<file path="src/rtl/bcd_pkg.sv">
// ============================================================================
// Module   : bcd_pkg
// Brief    : Shared types and helpers for the BCD window normalizer.
// Revision : 1.0 - initial release
// ============================================================================
`default_nettype none

package bcd_pkg;

  typedef enum logic [1:0] {
    IDLE  = 2'd0,
    SHIFT = 2'd1,
    ROUND = 2'd2,
    DONE  = 2'd3
  } state_t;

  typedef logic [3:0] bcd_digit_t;

  function automatic logic bcd_is_zero_digit(input bcd_digit_t d);
    return (d == 4'h0);
  endfunction

endpackage

`default_nettype wire

</file>
<file path="src/rtl/bcd_incrementer.sv">
// ============================================================================
// Module   : bcd_incrementer
// Brief    : Combinational decimal +1 across OUT_DIGITS BCD digits, ripple carry.
// Revision : 1.0 - initial release
// ============================================================================
`default_nettype none

module bcd_incrementer
  import bcd_pkg::*;
#(
  parameter int OUT_DIGITS = 3
) (
  input  logic [4*OUT_DIGITS-1:0] bcd_i,
  output logic [4*OUT_DIGITS-1:0] bcd_o,
  output logic                    carry_o
);

  bcd_digit_t digit;
  logic       carry;

  always_comb begin
    bcd_o = '0;
    carry = 1'b1;
    digit = '0;
    for (int i = 0; i < OUT_DIGITS; i++) begin
      digit = bcd_i[4*i +: 4];
      if (carry) begin
        if (digit == 4'd9) begin
          bcd_o[4*i +: 4] = 4'd0;
        end else begin
          bcd_o[4*i +: 4] = digit + 4'd1;
          carry           = 1'b0;
        end
      end else begin
        bcd_o[4*i +: 4] = digit;
      end
    end
    carry_o = carry;
  end

endmodule

`default_nettype wire

</file>
<file path="src/rtl/bcd_window_normalizer.sv">
// ============================================================================
// Module   : bcd_window_normalizer
// Brief    : Strips leading zero digits (capped) and presents an OUT_DIGITS
//            mantissa plus decimal exponent. Define ROUNDING_EN for
//            round-half-up on the first discarded digit.
// Revision : 1.0 - initial release
// ============================================================================
`default_nettype none

module bcd_window_normalizer
  import bcd_pkg::*;
#(
  parameter int DIGITS     = 4,
  parameter int OUT_DIGITS = 3
) (
  input  logic                                    clk_i,
  input  logic                                    reset_ni,
  input  logic                                    start_i,
  input  logic [4*DIGITS-1:0]                     bcd_i,
  output logic                                    ready_o,
  output logic                                    done_o,
  output logic [4*OUT_DIGITS-1:0]                 bcd_o,
  output logic [$clog2(DIGITS-OUT_DIGITS+2)-1:0]  exp_o,
  output logic                                    zero_o
);

  localparam int               CAP   = DIGITS - OUT_DIGITS;
  localparam int               EXP_W = $clog2(DIGITS - OUT_DIGITS + 2);
  localparam int               WIN_W = 4 * OUT_DIGITS;
  localparam logic [EXP_W-1:0] CAP_E = EXP_W'(CAP);

  state_t             state;
  logic [4*DIGITS-1:0] work;
  logic [EXP_W-1:0]   s;
  logic               zero_flag;
  logic               operand_zero;
  logic               can_shift;
  logic [WIN_W-1:0]   window;
  logic [WIN_W-1:0]   final_win;
  logic [EXP_W-1:0]   final_exp;

  always_comb begin
    operand_zero = 1'b1;
    for (int i = 0; i < DIGITS; i++) begin
      if (!bcd_is_zero_digit(bcd_i[4*i +: 4])) operand_zero = 1'b0;
    end
  end

  assign window    = work[4*DIGITS-1 -: WIN_W];
  assign can_shift = bcd_is_zero_digit(work[4*DIGITS-1 -: 4]) && (s < CAP_E);

`ifdef ROUNDING_EN
  localparam logic [WIN_W-1:0] CARRY_WIN = WIN_W'(1) << (4 * (OUT_DIGITS - 1));

  logic [WIN_W-1:0] inc_sum;
  logic             inc_carry;
  logic             round_up;

  bcd_incrementer #(
    .OUT_DIGITS (OUT_DIGITS)
  ) u_incrementer (
    .bcd_i   (window),
    .bcd_o   (inc_sum),
    .carry_o (inc_carry)
  );

  // Only a window that was not fully shifted has a discarded digit beneath it.
  if (CAP > 0) begin : g_round_digit
    assign round_up = (s < CAP_E) && (work[4*(CAP-1) +: 4] >= 4'd5);
  end else begin : g_no_round_digit
    assign round_up = 1'b0;
  end

  assign final_win = !round_up ? window : (inc_carry ? CARRY_WIN : inc_sum);
  assign final_exp = CAP_E - s + EXP_W'(round_up && inc_carry);
`else
  assign final_win = window;
  assign final_exp = CAP_E - s;
`endif

  always_ff @(posedge clk_i or negedge reset_ni) begin
    if (!reset_ni) begin
      state     <= IDLE;
      work      <= '0;
      s         <= '0;
      zero_flag <= 1'b0;
      ready_o   <= 1'b1;
      done_o    <= 1'b0;
      bcd_o     <= '0;
      exp_o     <= '0;
      zero_o    <= 1'b0;
    end else begin
      case (state)
        IDLE: begin
          if (start_i) begin
            work      <= bcd_i;
            s         <= '0;
            zero_flag <= operand_zero;
            ready_o   <= 1'b0;
            state     <= SHIFT;
          end
        end
        SHIFT: begin
          if (can_shift) begin
            work <= work << 4;
            s    <= s + EXP_W'(1);
          end else begin
`ifdef ROUNDING_EN
            state  <= ROUND;
`else
            state  <= DONE;
            done_o <= 1'b1;
            bcd_o  <= final_win;
            exp_o  <= final_exp;
            zero_o <= zero_flag;
`endif
          end
        end
`ifdef ROUNDING_EN
        ROUND: begin
          state  <= DONE;
          done_o <= 1'b1;
          bcd_o  <= final_win;
          exp_o  <= final_exp;
          zero_o <= zero_flag;
        end
`endif
        DONE: begin
          done_o  <= 1'b0;
          ready_o <= 1'b1;
          state   <= IDLE;
        end
        default: begin
          state   <= IDLE;
          ready_o <= 1'b1;
          done_o  <= 1'b0;
        end
      endcase
    end
  end

endmodule

`default_nettype wire

</file>
<file path="config.mk">
export PLATFORM = sky130hd
export DESIGN_NAME = bcd_window_normalizer
export DESIGN_NICKNAME = d
export VERILOG_FILES = /design/src/rtl/bcd_pkg.sv /design/src/rtl/bcd_incrementer.sv /design/src/rtl/bcd_window_normalizer.sv
export SDC_FILE = /design/constraint.sdc
export NUM_CORES = 1
export LEC_CHECK = 0
export ABC_AREA = 0
export CORE_MARGIN = 8
export CORE_UTILIZATION = 25
export DETAILED_ROUTE_END_ITERATION = 8
export DONT_BUFFER_PORTS = 1
export GPL_ROUTABILITY_DRIVEN = 0
export PLACE_DENSITY = 0.38
export SYNTH_ARGS = -nofsm -noshare
export SYNTH_HDL_FRONTEND = slang
export SYNTH_SLANG_ARGS = --single-unit
export TNS_END_PERCENT = 30
</file>
<file path="constraint.sdc">
create_clock -name clk_i -period 5.1 [get_ports clk_i]
set_input_delay 0.765 -clock clk_i [delete_from_list [all_inputs] [get_ports clk_i]]
set_output_delay 0.765 -clock clk_i [all_outputs]
set_load 0.05 [all_outputs]
</file>
==> results of run 1 <==
==> power by group through the flow <==
stage / Combinational [mW] / Clock (mW) / Sequential [mW]
detailed placement: 0.335 / 0 / 0.772
global route: 0.364 / 0.238 / 0.784
global placement: 0.328 / 0 / 0.770
CTS: 0.335 / 0.226 / 0.765
floorplan: 0.302 / 0 / 0.724
finish: 0.328 / 0.214 / 0.760
==> cell families after synthesis <==
| group | Yosys count |
|---|---|
| simple gates | 38 |
| mux | 13 |
| flops | 38 |
| fa+ha+maj | 1 |
| buf+inv | 10 |
| compound gates | 24 |
==> layout by cell type (no fill, tap or decap) <==
master / instances
dfrtp_1: 37
nand2b_1: 13
o221a_2: 12
nand2_1: 10
mux2_4: 7
o21ai_0: 6
clkbuf_8: 6
nor4_1: 5
mux2_2: 5
inv_1: 4
a22o_1: 3
nand4_1: 2
nor2_1: 2
or4_4: 1
and2b_2: 1
o21ai_4: 1
inv_2: 1
nand3_1: 1
or3b_2: 1
o31ai_4: 1
nor3b_2: 1
nor3_1: 1
o31ai_1: 1
mux2i_1: 1
ha_1: 1
clkbuf_1: 1
clkinv_2: 1
dfstp_2: 1
==> worst paths after layout <==
check | from | endpoint
min reg2reg | s[0] | s[0]
max in group asynchronous | reset_ni | ready_o
min | reset_ni | work[14]
max reg2reg | work[13] | bcd_o[9]
max | work[13] | bcd_o[9]
min in group clk_i | s[0] | s[0]
==> worst reg2reg max path: stages, from the launching register on <==
cell	delay, ps
dfrtp_1	420
or4_4	600
o21ai_4	540
mux2_2	410
==> layer usage <==
layer,vias up,global-route usage,part of all wire
met1,492,0.110,0.47
met2,35,0.117,0.41
met5,-,0,0
met4,0,0.0402,0.021
li1,465,-,-
met3,8,0.0434,0.096
==> synth_stat cells <==
cell      count  area share
buf_4         1      0.0046
o31ai_4       1       0.013
mux2_4        7       0.064
nand2_1      10       0.023
and2b_2       1      0.0053
ha_1          1      0.0076
mux2_2        5       0.034
nand2b_1     13       0.050
buf_8         1      0.0091
buf_2         1      0.0030
mux2i_1       1      0.0061
o21ai_0       6       0.018
nand4_1       2      0.0076
or4_4         1      0.0069
clkbuf_1      2      0.0046
inv_1         4      0.0091
nor2_1        2      0.0046
o21ai_4       1      0.0099
dfrtp_1      37        0.56
o31ai_1       1      0.0046
nand3_1       1      0.0030
or3b_2        1      0.0053
nor3_1        1      0.0030
inv_2         1      0.0023
nor4_1        5       0.019
a22o_1        3       0.016
nor3b_1       1      0.0046
o221a_2      12       0.082
dfstp_2       1       0.016
==> through the flow <==
| step | power (mW) | std cells | area [sq um] |
|---|---|---|---|
| finish | 1.30 | 204 | 1800 |
| global route | 1.39 | 204 | 1800 |
| CTS | 1.33 | 204 | 1800 |
| floorplan | 1.03 | 124 | 1640 |
| global placement | 1.10 | 196 | 1710 |
| detailed placement | 1.11 | 196 | 1710 |
==> flip-flops by register name, indices dropped and copies added, names as in the netlist <==
name	count
bcd_o	12
done_o	1
exp_o	2
ready_o	1
s	2
state	2
work	16
zero_flag	1
zero_o	1
==> final cells by class <==
class                      count  share of cell area
clock buffer                   7              0.0479
multi-input combinational     76               0.356
tap                           77              0.0535
sequential                    38               0.529
inverter                       5              0.0104
clock inverter                 1             0.00278
==> out/metrics.cfg, run 1 <==
[status]
status=finished clean

[cts]
cts_max_level=2
path_clk_slew_ps=80
cts_made_buffers=5
cts_buffer_depth=2
cts_resized=0
clk_latency_ps=290
cts_setup_buffers=0
root_buffer=clkbuf_8
hold_buffers=0
tritoncts=yes
clock-sinks=38

[cells_and_area]
antennaDiodeCount=0
nFillCells=639
multi_input_area_sq_um=642
drive_above_1_share=0.307
ff_latch_area_sq_um=952
fin_util=0.284
nets=146
syn_to_final_growth_pct=9.60

[timing]
hold_ws_ps=167
period_minus_slack_ps=2080
tightest_slew_ps=1070
clock.fmax_mhz=480
tns_ps=0
worst_slack_ps=3020
timing.final.crit_share=0.409
finalSetupViolCount=0
skew_ps=7.61
grt_setup_unrepaired=false
slew_viol_final=0
report.final.hold_viol_count=0
relSlewSlack=0.285

[die]
die_w_um=97.1
die_area_sq_um=9420
start_util=0.259
rows=29
dieHeight_um=97.1
core_sq_um=6350
ios=36

[global_routing]
grt_pass1_vias=1050
grt_pass1_wl_um=6370
antenna_found_initial=0
grt_overflow=0
grt_usage=0.0864
grt_max_degree=39

[placed_design]
dp_slack_ps=2980
port_buffers=0
dp_hpwl_um=2840

[pwr]
p_leak_nw=0.728
p_sw_frac=0.441
ir_worst_vdd_mv=0.225
p_per_area_nw_per_um2=723
comb_power_share=0.252
p_sw_mw=0.575
internal_power_mw=0.727
p_clk_frac=0.165
p_seq_frac=0.584

[setup_path]
timing.reg2reg.setup_slack_ps=3020
timing.critical_path.from_type=flip-flop
r2r_cells=3
cp_max_fo=16
crit_buf_inv=0
worstPathRequired_ps=5270
cp_cell_sequence=or4_4 > o21ai_4 > mux2_2
cp_slowest_cell=or4_4
cp.arrival_ps=2250
crit_path_end_kind=flip-flop
crit_type=flip-flop to flip-flop
cp.depth=3
slowest_delay_ps=600
crit_family=simple AND/OR/NAND/NOR gates

[yosys]
yosys.area_share.simple=0.132
synth_xor_xnor_area_share=0
syn_nets=144
synth_compound_area_frac=0.144
synth.distinct_cells=29
postSynthAreaPerCell_sq_um=13.2
synth_top_family_by_area=compound AO/OA/AOI/OAI gates
synth_mux_area_frac=0.104
ys_warn_count=0
synth_area_sq_um=1640
synth_seq_cells=38
syn_inst=124
synth_fa_ha_area_frac=0.00762
ys_seq_area_frac=0.580

[routing]
route.vias.total=1000
dr.pass1.iters=4
wl_um=3950
drc=0
antenna_left=0
initialDrtViolationCount=42
wire_per_inst_um=19.3
vias_per_cell=4.90

[flow_run]
maxCapViolCount=0

[hold_path]
hp-class=input pin to async pin

Power figures use the tool's default switching activity.
==> run 2: changes to the inputs <==
Settings changed: PLACE_DENSITY 0.38 to 0.4.
Clock period 5.1 ns to 1.8 ns, I/O delays scaled along.
==> run 2 against run 1 <==
  * Die area unchanged
  * Combinational power increased to 3.8 times the previous value
  * Non-clock buffer count increased by 15
  * Clock-buffer cell count unchanged
  * Via count increased by 3.2%
  * Power increased to 3.0 times the previous value
  * Clock skew decreased by 1.7 ps
  * Largest cell class unchanged
  * Core utilization increased by 2.6 points
  * Global-route usage increased by 0.11 points
  * Final cell count increased by 7.4%
==> out/metrics.cfg, run 2 (synthesized netlist as in run 1, its figures left out) <==
[status]
status=finished clean

[pwr]
p_seq_frac=0.540  ; -0.044
comb_power_share=0.310  ; +0.058
internal_power_mw=2.28  ; +210%
p_per_area_nw_per_um2=2020  ; +180%
p_sw_mw=1.70  ; +190%
ir_worst_vdd_mv=1.11  ; +390%
p_total_mw=3.97  ; +200%
p_sw_frac=0.427  ; -0.0144
p_clk_frac=0.150  ; -0.015
p_leak_nw=0.825  ; +13%

[timing]
skew_ps=5.86  ; -1.75 ps
relSlewSlack=0.649  ; +0.364
finalSetupViolCount=0  ; unchanged
period_minus_slack_ps=1740  ; -340 ps
slew_viol_final=0  ; unchanged
timing.final.crit_share=0.969  ; +0.560
clock.fmax_mhz=574  ; +20%
grt_setup_unrepaired=true
tightest_slew_ps=527  ; -541 ps
report.final.hold_viol_count=0  ; unchanged

[cells_and_area]
final_area_sq_um=1960  ; +9.1%
final_common_cell=dfrtp_1
final_cell_mix=dfrtp_1 (37), nand2b_1 (13), o221a_2 (12)
largest_reg_flops=16  ; unchanged
reg.largest.list=work: 16 flops, bcd_o: 12 flops
antennaDiodeCount=0  ; unchanged
nets=161  ; +10%
drive_above_1_share=0.373  ; +0.0662
top_register=work
fin_util=0.309  ; +0.0258
syn_to_final_growth_pct=19.6

[routing]
antenna_left=0  ; unchanged
wl_met3_um=309  ; -18%
drc=0  ; unchanged
dr.pass1.iters=4  ; unchanged
initialDrtViolationCount=50  ; +19%
wl_met2_um=1780  ; +8.9%
wire_per_inst_um=18.5  ; -4.5%
wl_met1_um=1890  ; +2.0%
wl_um=4050  ; +2.6%
route.vias.total=1032  ; +3.2%
highest_layer=met4
vias_per_cell=4.71  ; -3.9%

[setup_path]
cp_max_fo=7  ; -9
timing.critical_path.from_type=flip-flop
worstPathRequired_ps=1970  ; -3300 ps
crit_type=flip-flop to flip-flop
r2r_cells=5  ; +2
cp.arrival_ps=1910  ; -340 ps
crit_path_end_kind=flip-flop

[flow_run]
maxCapViolCount=0  ; unchanged

[placed_design]
dpl_cell_area_sq_um=1830  ; +7.2%
dp_hpwl_um=3080  ; +8.8%
port_buffers=0  ; unchanged

[hold_path]
hp-class=input pin to flip-flop
hold-path-cell-count=2

[cts]
root_buffer=clkbuf_8
tritoncts=yes
path_clk_slew_ps=70  ; about the same
cts_made_buffers=5  ; unchanged
clock-sinks=38  ; unchanged
clk_latency_ps=280  ; about the same
cts_max_level=2  ; unchanged
cts_buffer_depth=2  ; unchanged

[die]
die_w_um=97.1  ; unchanged
die_area_sq_um=9420  ; unchanged
dieHeight_um=97.1  ; unchanged
core_sq_um=6350  ; unchanged
start_util=0.259  ; unchanged
rows=29  ; unchanged
ios=36  ; unchanged

[global_routing]
grt_usage=0.0875  ; +0.00109
grt_overflow=0  ; unchanged
antenna_found_initial=0  ; unchanged
grt_pass1_wl_um=6380  ; +0.11%
grt_pass1_vias=1084  ; +3.2%
grt_max_degree=39  ; unchanged

==> run 2: cell count changes in the layout (fill, tap and decap cells not counted) <==
cell,before,now
buf_6,0,1
mux2_2,5,3
dlygate4sd3_1,0,1
buf_4,0,10
mux2_4,7,9
buf_12,0,3
==> run 2: cell type report <==
class	instances	area [sq um]
clock inverter	1	5.00
sequential	38	952
timing repair buffer	15	156
inverter	5	18.8
fill	625	4390
clock buffer	7	86.3
tap	77	96.3
multi-input combinational	76	649
==> run 2: stage by stage <==
| step | setup slack [ps] | hold slack, ps | instances | setup TNS (ps) |
|---|---|---|---|---|
| CTS | 31.5 | 100 | 219 | 0 |
| detailed placement | 60.4 | -23.9 | 209 | 0 |
| floorplan | 10.6 | -25.6 | 124 | 0 |
| global placement | 86.5 | -23.9 | 209 | 0 |
| finish | 56.4 | 103 | 219 | 0 |
| global route | -2.20 | 80.1 | 219 | -4.23 |
==> run 2: final timing paths <==
path                               start       end  slack (ps)
worst min register to register      s[0]      s[0]         480
max in group asynchronous       reset_ni   ready_o        1080
min in group asynchronous       reset_ni  bcd_o[5]         460
worst min-delay path            bcd_i[2]   work[2]         100
worst max register to register  work[13]    zero_o          60
worst max-delay path            work[13]    zero_o          60
==> run 2: worst max-delay path, cell delays in order (launching register included) <==
cell	delay [ps]
dfrtp_1	380
or4_4	560
o21ai_4	210
buf_12	150
inv_2	40
mux2_4	280
==> run 2: power groups by stage <==
stage               clock (mW)  sequential [mW]  combinational [mW]
finish                   0.594             2.14                1.23
global route             0.677             2.20                1.34
CTS                      0.617             2.16                1.22
detailed placement           0             2.18                1.19
global placement             0             2.17                1.17
floorplan                    0             2.05               0.856
==> run 2: per-layer routing <==
layer | track usage | up-vias
met4 | 0.0462 | 0
met1 | 0.109 | 508
met5 | 0 | -
met2 | 0.125 | 31
met3 | 0.0356 | 5
li1 | - | 488
==> run 2: repair_timing <==
item | 4_1_cts | 5_1_grt
resized for setup | 0 | 3
hold buffers | 2 | 0
hold endpoints to repair | 38 | 0
setup buffers | 0 | 0
setup endpoints to repair | 0 | 7
